$ cat src/rtl/fv_bank_cntl_param_if.sv
// Request bus shared by the write-back path and the Edge-PE read clients.
// The client side drives the request, the bank controller answers with ready.
interface fv_bank_cntl_param_if #(
    parameter int DATA_W = 64,
    parameter int NODE_W = 8,
    parameter int TAG_W  = 2
);
    logic              req_valid;
    logic              req_ready;
    logic              req_wr;
    logic [NODE_W-1:0] req_node_id;
    logic [TAG_W-1:0]  req_pe_tag;
    logic [DATA_W-1:0] req_data;
    logic              req_wr_eos;

    modport master (
        output req_valid,
        output req_wr,
        output req_node_id,
        output req_pe_tag,
        output req_data,
        output req_wr_eos,
        input  req_ready
    );

    modport slave (
        input  req_valid,
        input  req_wr,
        input  req_node_id,
        input  req_pe_tag,
        input  req_data,
        input  req_wr_eos,
        output req_ready
    );
endinterface

$ cat src/rtl/fv_bank_cntl_param.sv
// Feature-value SRAM bank controller.
// Streams every node of the current replay iteration to the small-FV streamer once
// per iteration, then serves write-back bursts and Edge-PE read bursts over a
// ready/valid request bus. SRAM reads have one cycle of latency; read beats come
// out valid-qualified one cycle after the strobe.
module fv_bank_cntl_param #(
    parameter int DATA_W         = 64,
    parameter int ADDR_W         = 10,
    parameter int FV_PER_LINE    = 2,
    parameter int LINES_PER_NODE = 8,
    parameter int NODES_PER_ITER = 4,
    parameter int NUM_BANKS      = 4,
    parameter int NUM_PE         = 4,
    parameter int NODE_W         = 8,
    parameter int ITER_W         = 4,
    parameter int FVNUM_W        = 5,
    localparam int TAG_W         = (NUM_PE > 1) ? $clog2(NUM_PE) : 1
) (
    input  logic                clk,
    input  logic                reset,
    input  logic [ITER_W-1:0]   replay_iter,
    input  logic                update_phase,
    input  logic [FVNUM_W-1:0]  fv_num,
    fv_bank_cntl_param_if.slave req_if,
    output logic                sram_cen,
    output logic                sram_wen,
    output logic [ADDR_W-1:0]   sram_addr,
    output logic [DATA_W-1:0]   sram_wdata,
    input  logic [DATA_W-1:0]   sram_rdata,
    output logic                sm_valid,
    output logic                sm_sos,
    output logic                sm_eos,
    output logic [ADDR_W-1:0]   sm_addr,
    output logic [DATA_W-1:0]   sm_data,
    output logic                pe_valid,
    output logic                pe_sos,
    output logic                pe_eos,
    output logic [TAG_W-1:0]    pe_tag,
    output logic [DATA_W-1:0]   pe_data,
    output logic                wr_overflow,
    output logic                busy
);

    localparam int FPL_SH  = $clog2(FV_PER_LINE);
    localparam int LPN_SH  = $clog2(LINES_PER_NODE);
    localparam int NPI_SH  = $clog2(NODES_PER_ITER);
    localparam int BANK_SH = $clog2(NUM_BANKS);
    localparam int LCNT_W  = LPN_SH + 1;                  // holds 0..LINES_PER_NODE
    localparam int NCNT_W  = (NPI_SH > 0) ? NPI_SH : 1;

    typedef enum logic [1:0] {IDLE, STREAM, WB, RD} state_t;

    state_t state_q, state_d;

    // Stream bookkeeping
    logic              run_q;
    logic              streamed_q;
    logic [ITER_W-1:0] last_iter_q;
    logic [ADDR_W-1:0] iter_base_q;
    logic [LCNT_W-1:0] sm_nlines_q;
    logic [NCNT_W-1:0] sm_node_q;
    logic [LCNT_W-1:0] sm_line_q;

    // Write-back / PE-read bookkeeping (the two bursts never overlap)
    logic [ADDR_W-1:0] op_base_q;
    logic [LCNT_W-1:0] op_cnt_q;
    logic [LCNT_W-1:0] rd_nlines_q;
    logic [TAG_W-1:0]  rd_tag_q;
    logic              ovf_q;

    // Read-return pipeline stage
    logic              out_vld_q, out_pe_q, out_sos_q, out_eos_q;
    logic [ADDR_W-1:0] out_addr_q;
    logic [TAG_W-1:0]  out_tag_q;

    // Derived values
    logic [FVNUM_W:0]  fv_ceil;
    logic [LCNT_W-1:0] nlines_cur;
    logic [ADDR_W-1:0] node_base;
    logic [ADDR_W-1:0] iter_base_cur;
    logic [ADDR_W-1:0] sm_issue_addr;
    logic              sm_last_line, sm_last_node;
    logic              stream_go;

    // FSM decode outputs
    logic              req_ready_c;
    logic              cen_c, wen_c;
    logic [ADDR_W-1:0] addr_c;
    logic [DATA_W-1:0] wdata_c;
    logic              issue_c, issue_pe_c, issue_sos_c, issue_eos_c;
    logic [TAG_W-1:0]  issue_tag_c;
    logic              wr_first_c, rd_first_c, wb_beat_c, ovf_set_c;

    // Lines per node from fv_num: ceiling divide, clamp, and 0 meaning a full node.
    assign fv_ceil    = ({1'b0, fv_num} + (FVNUM_W+1)'(FV_PER_LINE - 1)) >> FPL_SH;
    assign nlines_cur = (fv_num == '0 || int'(fv_ceil) >= LINES_PER_NODE)
                        ? LCNT_W'(LINES_PER_NODE) : LCNT_W'(fv_ceil);

    // Address arithmetic wraps at 2^ADDR_W by construction of the widths.
    assign node_base     = ADDR_W'(req_if.req_node_id >> BANK_SH) << LPN_SH;
    assign iter_base_cur = ADDR_W'(replay_iter) << (NPI_SH + LPN_SH);
    assign sm_issue_addr = iter_base_q + (ADDR_W'(sm_node_q) << LPN_SH) + ADDR_W'(sm_line_q);
    assign sm_last_line  = (sm_line_q == sm_nlines_q - LCNT_W'(1));
    assign sm_last_node  = (sm_node_q == NCNT_W'(NODES_PER_ITER - 1));

    // An iteration streams once: first time after reset, then on every iteration change.
    assign stream_go = (state_q == IDLE) && !update_phase &&
                       (!streamed_q || (replay_iter != last_iter_q));

    // State register.
    // NOTE: sequential state uses non-blocking assignments so every flop samples
    // pre-edge values regardless of block ordering.
    always_ff @(posedge clk or negedge reset) begin
        if (!reset) state_q <= IDLE;
        else        state_q <= state_d;
    end

    // Next-state decode plus the SRAM strobe, ready and read-issue controls.
    always_comb begin
        // NOTE: every output of this block gets a default first so no path infers a latch.
        state_d     = state_q;
        req_ready_c = 1'b0;
        cen_c       = 1'b1;
        wen_c       = 1'b1;
        addr_c      = '0;
        wdata_c     = '0;
        issue_c     = 1'b0;
        issue_pe_c  = 1'b0;
        issue_sos_c = 1'b0;
        issue_eos_c = 1'b0;
        issue_tag_c = '0;
        wr_first_c  = 1'b0;
        rd_first_c  = 1'b0;
        wb_beat_c   = 1'b0;
        ovf_set_c   = 1'b0;

        unique case (state_q)
            IDLE: begin
                if (stream_go) begin
                    state_d = STREAM;
                end else if (update_phase && run_q) begin
                    // run_q keeps ready and strobes low while reset is asserted.
                    req_ready_c = 1'b1;
                    if (req_if.req_valid) begin
                        cen_c  = 1'b0;
                        addr_c = node_base;
                        if (req_if.req_wr) begin
                            wr_first_c = 1'b1;
                            wen_c      = 1'b0;
                            wdata_c    = req_if.req_data;
                            if (!req_if.req_wr_eos) state_d = WB;
                        end else begin
                            rd_first_c  = 1'b1;
                            issue_c     = 1'b1;
                            issue_pe_c  = 1'b1;
                            issue_sos_c = 1'b1;
                            issue_eos_c = (nlines_cur == LCNT_W'(1));
                            issue_tag_c = req_if.req_pe_tag;
                            if (nlines_cur != LCNT_W'(1)) state_d = RD;
                        end
                    end
                end
            end
            STREAM: begin
                cen_c       = 1'b0;
                addr_c      = sm_issue_addr;
                issue_c     = 1'b1;
                issue_sos_c = (sm_node_q == '0) && (sm_line_q == '0);
                issue_eos_c = sm_last_node && sm_last_line;
                if (sm_last_node && sm_last_line) state_d = IDLE;
            end
            WB: begin
                req_ready_c = 1'b1;
                if (req_if.req_valid) begin
                    wb_beat_c = 1'b1;
                    if (op_cnt_q < LCNT_W'(LINES_PER_NODE)) begin
                        cen_c   = 1'b0;
                        wen_c   = 1'b0;
                        addr_c  = op_base_q + ADDR_W'(op_cnt_q);
                        wdata_c = req_if.req_data;
                    end else begin
                        ovf_set_c = 1'b1;
                    end
                    if (req_if.req_wr_eos) state_d = IDLE;
                end
            end
            RD: begin
                cen_c       = 1'b0;
                addr_c      = op_base_q + ADDR_W'(op_cnt_q);
                issue_c     = 1'b1;
                issue_pe_c  = 1'b1;
                issue_tag_c = rd_tag_q;
                issue_eos_c = (op_cnt_q == rd_nlines_q - LCNT_W'(1));
                if (op_cnt_q == rd_nlines_q - LCNT_W'(1)) state_d = IDLE;
            end
            default: state_d = IDLE;
        endcase
    end

    // Burst counters, latched bases and the sticky overflow flag.
    always_ff @(posedge clk or negedge reset) begin
        if (!reset) begin
            run_q       <= 1'b0;
            streamed_q  <= 1'b0;
            last_iter_q <= '0;
            iter_base_q <= '0;
            sm_nlines_q <= '0;
            sm_node_q   <= '0;
            sm_line_q   <= '0;
            op_base_q   <= '0;
            op_cnt_q    <= '0;
            rd_nlines_q <= '0;
            rd_tag_q    <= '0;
            ovf_q       <= 1'b0;
        end else begin
            run_q <= 1'b1;
            if (stream_go) begin
                streamed_q  <= 1'b1;
                last_iter_q <= replay_iter;
                iter_base_q <= iter_base_cur;
                sm_nlines_q <= nlines_cur;
                sm_node_q   <= '0;
                sm_line_q   <= '0;
            end
            if (state_q == STREAM) begin
                if (sm_last_line) begin
                    sm_line_q <= '0;
                    sm_node_q <= sm_node_q + NCNT_W'(1);
                end else begin
                    sm_line_q <= sm_line_q + LCNT_W'(1);
                end
            end
            if (wr_first_c || rd_first_c) begin
                op_base_q <= node_base;
                op_cnt_q  <= LCNT_W'(1);
            end
            if (rd_first_c) begin
                rd_nlines_q <= nlines_cur;
                rd_tag_q    <= req_if.req_pe_tag;
            end
            // Saturate so a long overflowing burst never wraps back into the node.
            if (wb_beat_c && op_cnt_q < LCNT_W'(LINES_PER_NODE)) op_cnt_q <= op_cnt_q + LCNT_W'(1);
            if (state_q == RD) op_cnt_q <= op_cnt_q + LCNT_W'(1);
            if (ovf_set_c) ovf_q <= 1'b1;
        end
    end

    // Read-return stage: flags travel alongside the SRAM's one-cycle latency.
    always_ff @(posedge clk or negedge reset) begin
        if (!reset) begin
            out_vld_q  <= 1'b0;
            out_pe_q   <= 1'b0;
            out_sos_q  <= 1'b0;
            out_eos_q  <= 1'b0;
            out_addr_q <= '0;
            out_tag_q  <= '0;
        end else begin
            out_vld_q  <= issue_c;
            out_pe_q   <= issue_pe_c;
            out_sos_q  <= issue_sos_c;
            out_eos_q  <= issue_eos_c;
            out_addr_q <= addr_c;
            out_tag_q  <= issue_tag_c;
        end
    end

    assign req_if.req_ready = req_ready_c;

    assign sram_cen   = cen_c;
    assign sram_wen   = wen_c;
    assign sram_addr  = addr_c;
    assign sram_wdata = wdata_c;

    // Data is gated by valid so idle and reset cycles present zeros.
    assign sm_valid = out_vld_q & ~out_pe_q;
    assign sm_sos   = sm_valid & out_sos_q;
    assign sm_eos   = sm_valid & out_eos_q;
    assign sm_addr  = sm_valid ? out_addr_q : '0;
    assign sm_data  = sm_valid ? sram_rdata : '0;

    assign pe_valid = out_vld_q & out_pe_q;
    assign pe_sos   = pe_valid & out_sos_q;
    assign pe_eos   = pe_valid & out_eos_q;
    assign pe_tag   = pe_valid ? out_tag_q : '0;
    assign pe_data  = pe_valid ? sram_rdata : '0;

    assign wr_overflow = ovf_q;
    assign busy        = (state_q != IDLE) | out_vld_q;

endmodule

$ cat src/flat_wrapper.sv
// flat-port wrapper written by rule: the top's interface ports become plain ports
module fv_bank_cntl_param_flat 
#(
    parameter int DATA_W         = 64,
    parameter int ADDR_W         = 10,
    parameter int FV_PER_LINE    = 2,
    parameter int LINES_PER_NODE = 8,
    parameter int NODES_PER_ITER = 4,
    parameter int NUM_BANKS      = 4,
    parameter int NUM_PE         = 4,
    parameter int NODE_W         = 8,
    parameter int ITER_W         = 4,
    parameter int FVNUM_W        = 5,
    localparam int TAG_W         = (NUM_PE > 1) ? $clog2(NUM_PE) : 1
)
  (clk, reset, replay_iter, update_phase, fv_num, sram_cen, sram_wen, sram_addr, sram_wdata, sram_rdata, sm_valid, sm_sos, sm_eos, sm_addr, sm_data, pe_valid, pe_sos, pe_eos, pe_tag, pe_data, wr_overflow, busy, req_if_req_valid, req_if_req_wr, req_if_req_node_id, req_if_req_pe_tag, req_if_req_data, req_if_req_wr_eos, req_if_req_ready);
  fv_bank_cntl_param_if #(.DATA_W(DATA_W), .NODE_W(NODE_W), .TAG_W((2))) req_if_i ();
  input  logic clk;
  input  logic reset;
  input  logic [ITER_W-1:0] replay_iter;
  input  logic update_phase;
  input  logic [FVNUM_W-1:0] fv_num;
  output logic sram_cen;
  output logic sram_wen;
  output logic [ADDR_W-1:0] sram_addr;
  output logic [DATA_W-1:0] sram_wdata;
  input  logic [DATA_W-1:0] sram_rdata;
  output logic sm_valid;
  output logic sm_sos;
  output logic sm_eos;
  output logic [ADDR_W-1:0] sm_addr;
  output logic [DATA_W-1:0] sm_data;
  output logic pe_valid;
  output logic pe_sos;
  output logic pe_eos;
  output logic [TAG_W-1:0] pe_tag;
  output logic [DATA_W-1:0] pe_data;
  output logic wr_overflow;
  output logic busy;
  input wire logic [$bits(req_if_i.req_valid)-1:0] req_if_req_valid;
  input wire logic [$bits(req_if_i.req_wr)-1:0] req_if_req_wr;
  input wire logic [$bits(req_if_i.req_node_id)-1:0] req_if_req_node_id;
  input wire logic [$bits(req_if_i.req_pe_tag)-1:0] req_if_req_pe_tag;
  input wire logic [$bits(req_if_i.req_data)-1:0] req_if_req_data;
  input wire logic [$bits(req_if_i.req_wr_eos)-1:0] req_if_req_wr_eos;
  output wire logic [$bits(req_if_i.req_ready)-1:0] req_if_req_ready;
  assign req_if_i.req_valid = req_if_req_valid;
  assign req_if_i.req_wr = req_if_req_wr;
  assign req_if_i.req_node_id = req_if_req_node_id;
  assign req_if_i.req_pe_tag = req_if_req_pe_tag;
  assign req_if_i.req_data = req_if_req_data;
  assign req_if_i.req_wr_eos = req_if_req_wr_eos;
  assign req_if_req_ready = req_if_i.req_ready;
  fv_bank_cntl_param #(.DATA_W(DATA_W), .ADDR_W(ADDR_W), .FV_PER_LINE(FV_PER_LINE), .LINES_PER_NODE(LINES_PER_NODE), .NODES_PER_ITER(NODES_PER_ITER), .NUM_BANKS(NUM_BANKS), .NUM_PE(NUM_PE), .NODE_W(NODE_W), .ITER_W(ITER_W), .FVNUM_W(FVNUM_W)) u_core (.clk(clk), .reset(reset), .replay_iter(replay_iter), .update_phase(update_phase), .fv_num(fv_num), .req_if(req_if_i), .sram_cen(sram_cen), .sram_wen(sram_wen), .sram_addr(sram_addr), .sram_wdata(sram_wdata), .sram_rdata(sram_rdata), .sm_valid(sm_valid), .sm_sos(sm_sos), .sm_eos(sm_eos), .sm_addr(sm_addr), .sm_data(sm_data), .pe_valid(pe_valid), .pe_sos(pe_sos), .pe_eos(pe_eos), .pe_tag(pe_tag), .pe_data(pe_data), .wr_overflow(wr_overflow), .busy(busy));
endmodule
$ cat config.mk
export PLATFORM = sky130hd
export DESIGN_NAME = fv_bank_cntl_param_flat
export DESIGN_NICKNAME = d
export VERILOG_FILES = /design/src/rtl/fv_bank_cntl_param_if.sv /design/src/rtl/fv_bank_cntl_param.sv /design/src/flat_wrapper.sv
export SDC_FILE = /design/constraint.sdc
export NUM_CORES = 1
export LEC_CHECK = 0
export ABC_AREA = 1
export CAP_MARGIN = 10
export CORE_AREA = 2 2 149 151
export CTS_CLUSTER_DIAMETER = 120
export DETAILED_ROUTE_END_ITERATION = 8
export DIE_AREA = 0 0 151 153
export PLACE_DENSITY = 0.62
export SLEW_MARGIN = 20
export SYNTH_ARGS = -nofsm -noshare
export SYNTH_HDL_FRONTEND = slang
export SYNTH_SLANG_ARGS = --single-unit
$ cat constraint.sdc
create_clock -name clk -period 1.81 [get_ports clk]
set_input_delay 0.181 -clock clk [delete_from_list [all_inputs] [get_ports clk]]
set_output_delay 0.181 -clock clk [all_outputs]
set_load 0.05 [all_outputs]
==> flow_summary.ini <==
[logic_synthesis]
synth-seq-cells = 51
synth_top_area_cell = dfrtp_1
yosys_warnings = 0
syn_nets = 917
ys_types = 30
syn_area_um2 = 4340
synth.area.top_cells = dfrtp_1, nor2_1, inv_1, nand2_1, ha_1
syn_avg_cell_area_um2 = 5.82
ys_seq_area_share_pct = 29.4
synth_top_area_share_pct = 29.4
netlist_instances = 746

[run_status]
status = finished, violations left
violations = negative setup slack

[drt]
drt_pass1_iterations = 5
drt_wl_total_mm = 21.5
wirelength_met1_mm = 8.47
highest_layer = met4
vias_per_cell = 4.08
drtIter0Drc = 239
wire_per_inst_um = 14.7
ant_nets = 0
wl_met2_mm = 11.4
num_vias = 5980
wl_met3_mm = 1.29
drc = 0

[global_route]
grt_max_degree = 52
grt_pass1_vias = 5705
gr-usage-all-layers_pct = 17.3
overflow = 0
antenna_found_initial = 0
grt_pass1_wl_mm = 31.4

[finish]
layout-drive-gt1-share_pct = 44.4
finalNonFillerCells = 1464
area_growth_pct = 171
final_core_util_pct = 54.8
n_antenna_cell = 0
finalNetCount = 1354

[power_and_ir_drop]
p_total_w = 0.0136
worst_ir_drop_vdd_mv = 1.32
p_leak_nw = 5.55
powerDensity_nw_per_um2 = 1150

[floorplanning]
floorplan.die_area_um2 = 23100
row_count = 54
dieWidth_um = 151
chipHeight_um = 153
ios = 378
coreArea_um2 = 21500
start_util_pct = 20.2

[critical_path]
critPathMaxFanout = 2
crit_chain = ha_2, ha_4, nand2_4, nor2_4, nand2_1, inv_1, nor2_1, o21ai_1, o21ai_1, nand2_1, nand2_2, buf_12
critPathMaxStageDelay_ps = 360
crit_arrival_ps = 1920
rrSetupSlack_ps = 50
critPathLaunchType = flip-flop
critPathSlowestCell = dfrtp_1
path_class = reg2out
worst_setup_path_end_kind = primary output
required_ps = 1630

[sta]
tns_ps = -16430
rsz0062_at_grt = yes
slew_headroom_pct = 66.7
setup_ws_ps = -290
slew_viol_final = 0
min_period_over_period_pct = 116
fin_skew_ps = 4.20
hold_viol = 0
setup_violations = 76
max_clock_freq_ghz = 0.476
fin_crit_ps = 2100
tightest_slew_ps = 498

[placement]
portBuffers = 375
pre_cts_slack_ps = -152
dp_cells = 1423
routabilityCongestion = 0.847
place_hpwl_mm = 17.8

[cts]
cts_buffers = 5
clk-insertion-delay-late_ps = 290
cts_buffer_depth = 2
root_buffer = clkbuf_16
h-tree-depth = 2
path_clk_slew_ps = 70
clock-sinks = 51
cts_tree = yes

[worst_hold_path]
hold_class = in2reg

[flow_run]
drv_cap = 0
[Yosys cell counts]
master,count
buf_4,2
nand4_1,6
a22oi_1,1
nor2_1,229
dfrtp_1,51
a31oi_1,1
nor2_4,4
mux2_2,1
inv_2,6
a31oi_2,1
o21ai_1,4
inv_1,194
nand2_1,110
nand2_2,1
xnor2_1,6
nand3_1,25
nand3b_1,1
clkbuf_1,12
buf_6,2
conb_1,1
o211ai_1,1
a31o_2,1
nor3_4,1
buf_2,12
a21oi_1,13
o21ai_0,26
ha_1,18
xor2_1,4
or2_2,1
o22ai_1,11
[final cells by class]
cell class | instances | area, µm²
Sequential cell | 51 | 1280
Timing Repair Buffer | 456 | 6140
Fill cell | 1909 | 9720
Timing Repair inverter | 2 | 20.0
Clock inverter | 3 | 43.8
Inverter | 200 | 778
Tap cell | 280 | 350
Multi-Input combinational cell | 467 | 3030
Clock buffer | 5 | 125
[cells in the final DEF (no fill, tap or decap), types with 11 or more instances in the layout]
master           instances
buf_6                   11
clkdlybuf4s50_1        149
o21ai_0                 17
nor2_4                  57
nand3_1                 23
buf_12                 182
inv_1                  183
nor2_1                  81
nand2_1                 99
dfrtp_1                 49
buf_4                  110
nor2_2                  95
inv_2                   11
[metrics by stage]
stage / area, µm² / hold slack [ps]
final: 11800 / 381
after global routing: 11800 / 393
after CTS: 11400 / 424
after detailed placement: 10800 / 206
after global placement: 10800 / 200
after floorplan: 4780 / -115
[critical path, delay by kind of cell (launching register included)]
kind                     cells  cell delay [ps]
buffers and inverters        2              230
AND/OR/NAND/NOR              6              470
flip-flops                   1              360
AO/OA/AOI/OAI                2              190
adder cells (fa/ha/maj)      2              380
[flip-flops by register name, indices dropped and copies added (netlist names)]
name / count
u_core.last_iter_q: 4
u_core.streamed_q: 1
u_core.rd_nlines_q: 4
u_core.out_vld_q: 1
u_core.run_q: 1
u_core.out_tag_q: 2
u_core.state_q: 2
u_core.op_base_q: 6
u_core.op_cnt_q: 4
u_core.sm_nlines_q: 4
u_core.out_addr_q: 10
u_core.sm_node_q: 2
u_core.sm_line_q: 4
u_core.rd_tag_q: 2
u_core.out_sos_q: 1
u_core.wr_overflow: 1
u_core.out_eos_q: 1
u_core.out_pe_q: 1
[per-layer routing]
layer / vias up / GRT usage, %
met5: - / 0
met4: 0 / 4.05
met3: 30 / 2.69
met2: 207 / 32.1
met1: 2722 / 20.8
li1: 3021 / -
[path summary, 6_finish.rpt]
kind / start / end / depth (start not counted)
hold reg to reg: u_core.streamed_q$_DFFE_PN0P_ / u_core.streamed_q$_DFFE_PN0P_ / 1
setup / recovery: u_core.sm_node_q[0]$_DFF_PN0_ / sram_addr[7] / 12
min in group asynchronous: reset / u_core.out_addr_q[0]$_DFF_PN0_ / 3
max in group asynchronous: reset / u_core.state_q[1]$_DFFE_PN0P_ / 3
hold / removal: req_if_req_valid / u_core.wr_overflow$_DFFE_PN0P_ / 3
setup reg to reg: u_core.state_q[0]$_DFFE_PN0P_ / u_core.op_cnt_q[2]$_DFFE_PN0P_ / 12
[where the power goes]
group	leakage (nW)	switching [W]	total [W]	internal, W
Clock	0.0838	0.000439	0.00109	0.000653
Sequential	0.659	0.000392	0.00192	0.00153
Combinational	4.80	0.00621	0.0105	0.00433
Total	5.55	0.00704	0.0136	0.00651
[timing repair]
action	CTS	global route
cloned	0	2
setup endpoints to repair	158	170
gates resized for setup	101	58
endpoints found under the hold margin	51	0
hold buffers	1	0
buffers inserted	8	23
pin swaps	8	27
[cell families (layout without fill, tap and decap cells)]
| family | Yosys count | in the layout | synth area share (%) |
|---|---|---|---|
| AO/OA/AOI/OAI | 59 | 59 | 7.52 |
| other | 1 | 1 | 0.0864 |
| AND/OR/NAND/NOR | 378 | 378 | 34.9 |
| flip-flops | 51 | 51 | 29.4 |
| multiplexers | 1 | 1 | 0.259 |
| buffers and inverters | 228 | 666 | 20.6 |
| adder cells (fa/ha/maj) | 18 | 18 | 5.19 |
| XOR/XNOR | 10 | 10 | 2.02 |
Power figures use the tool's default switching activity.
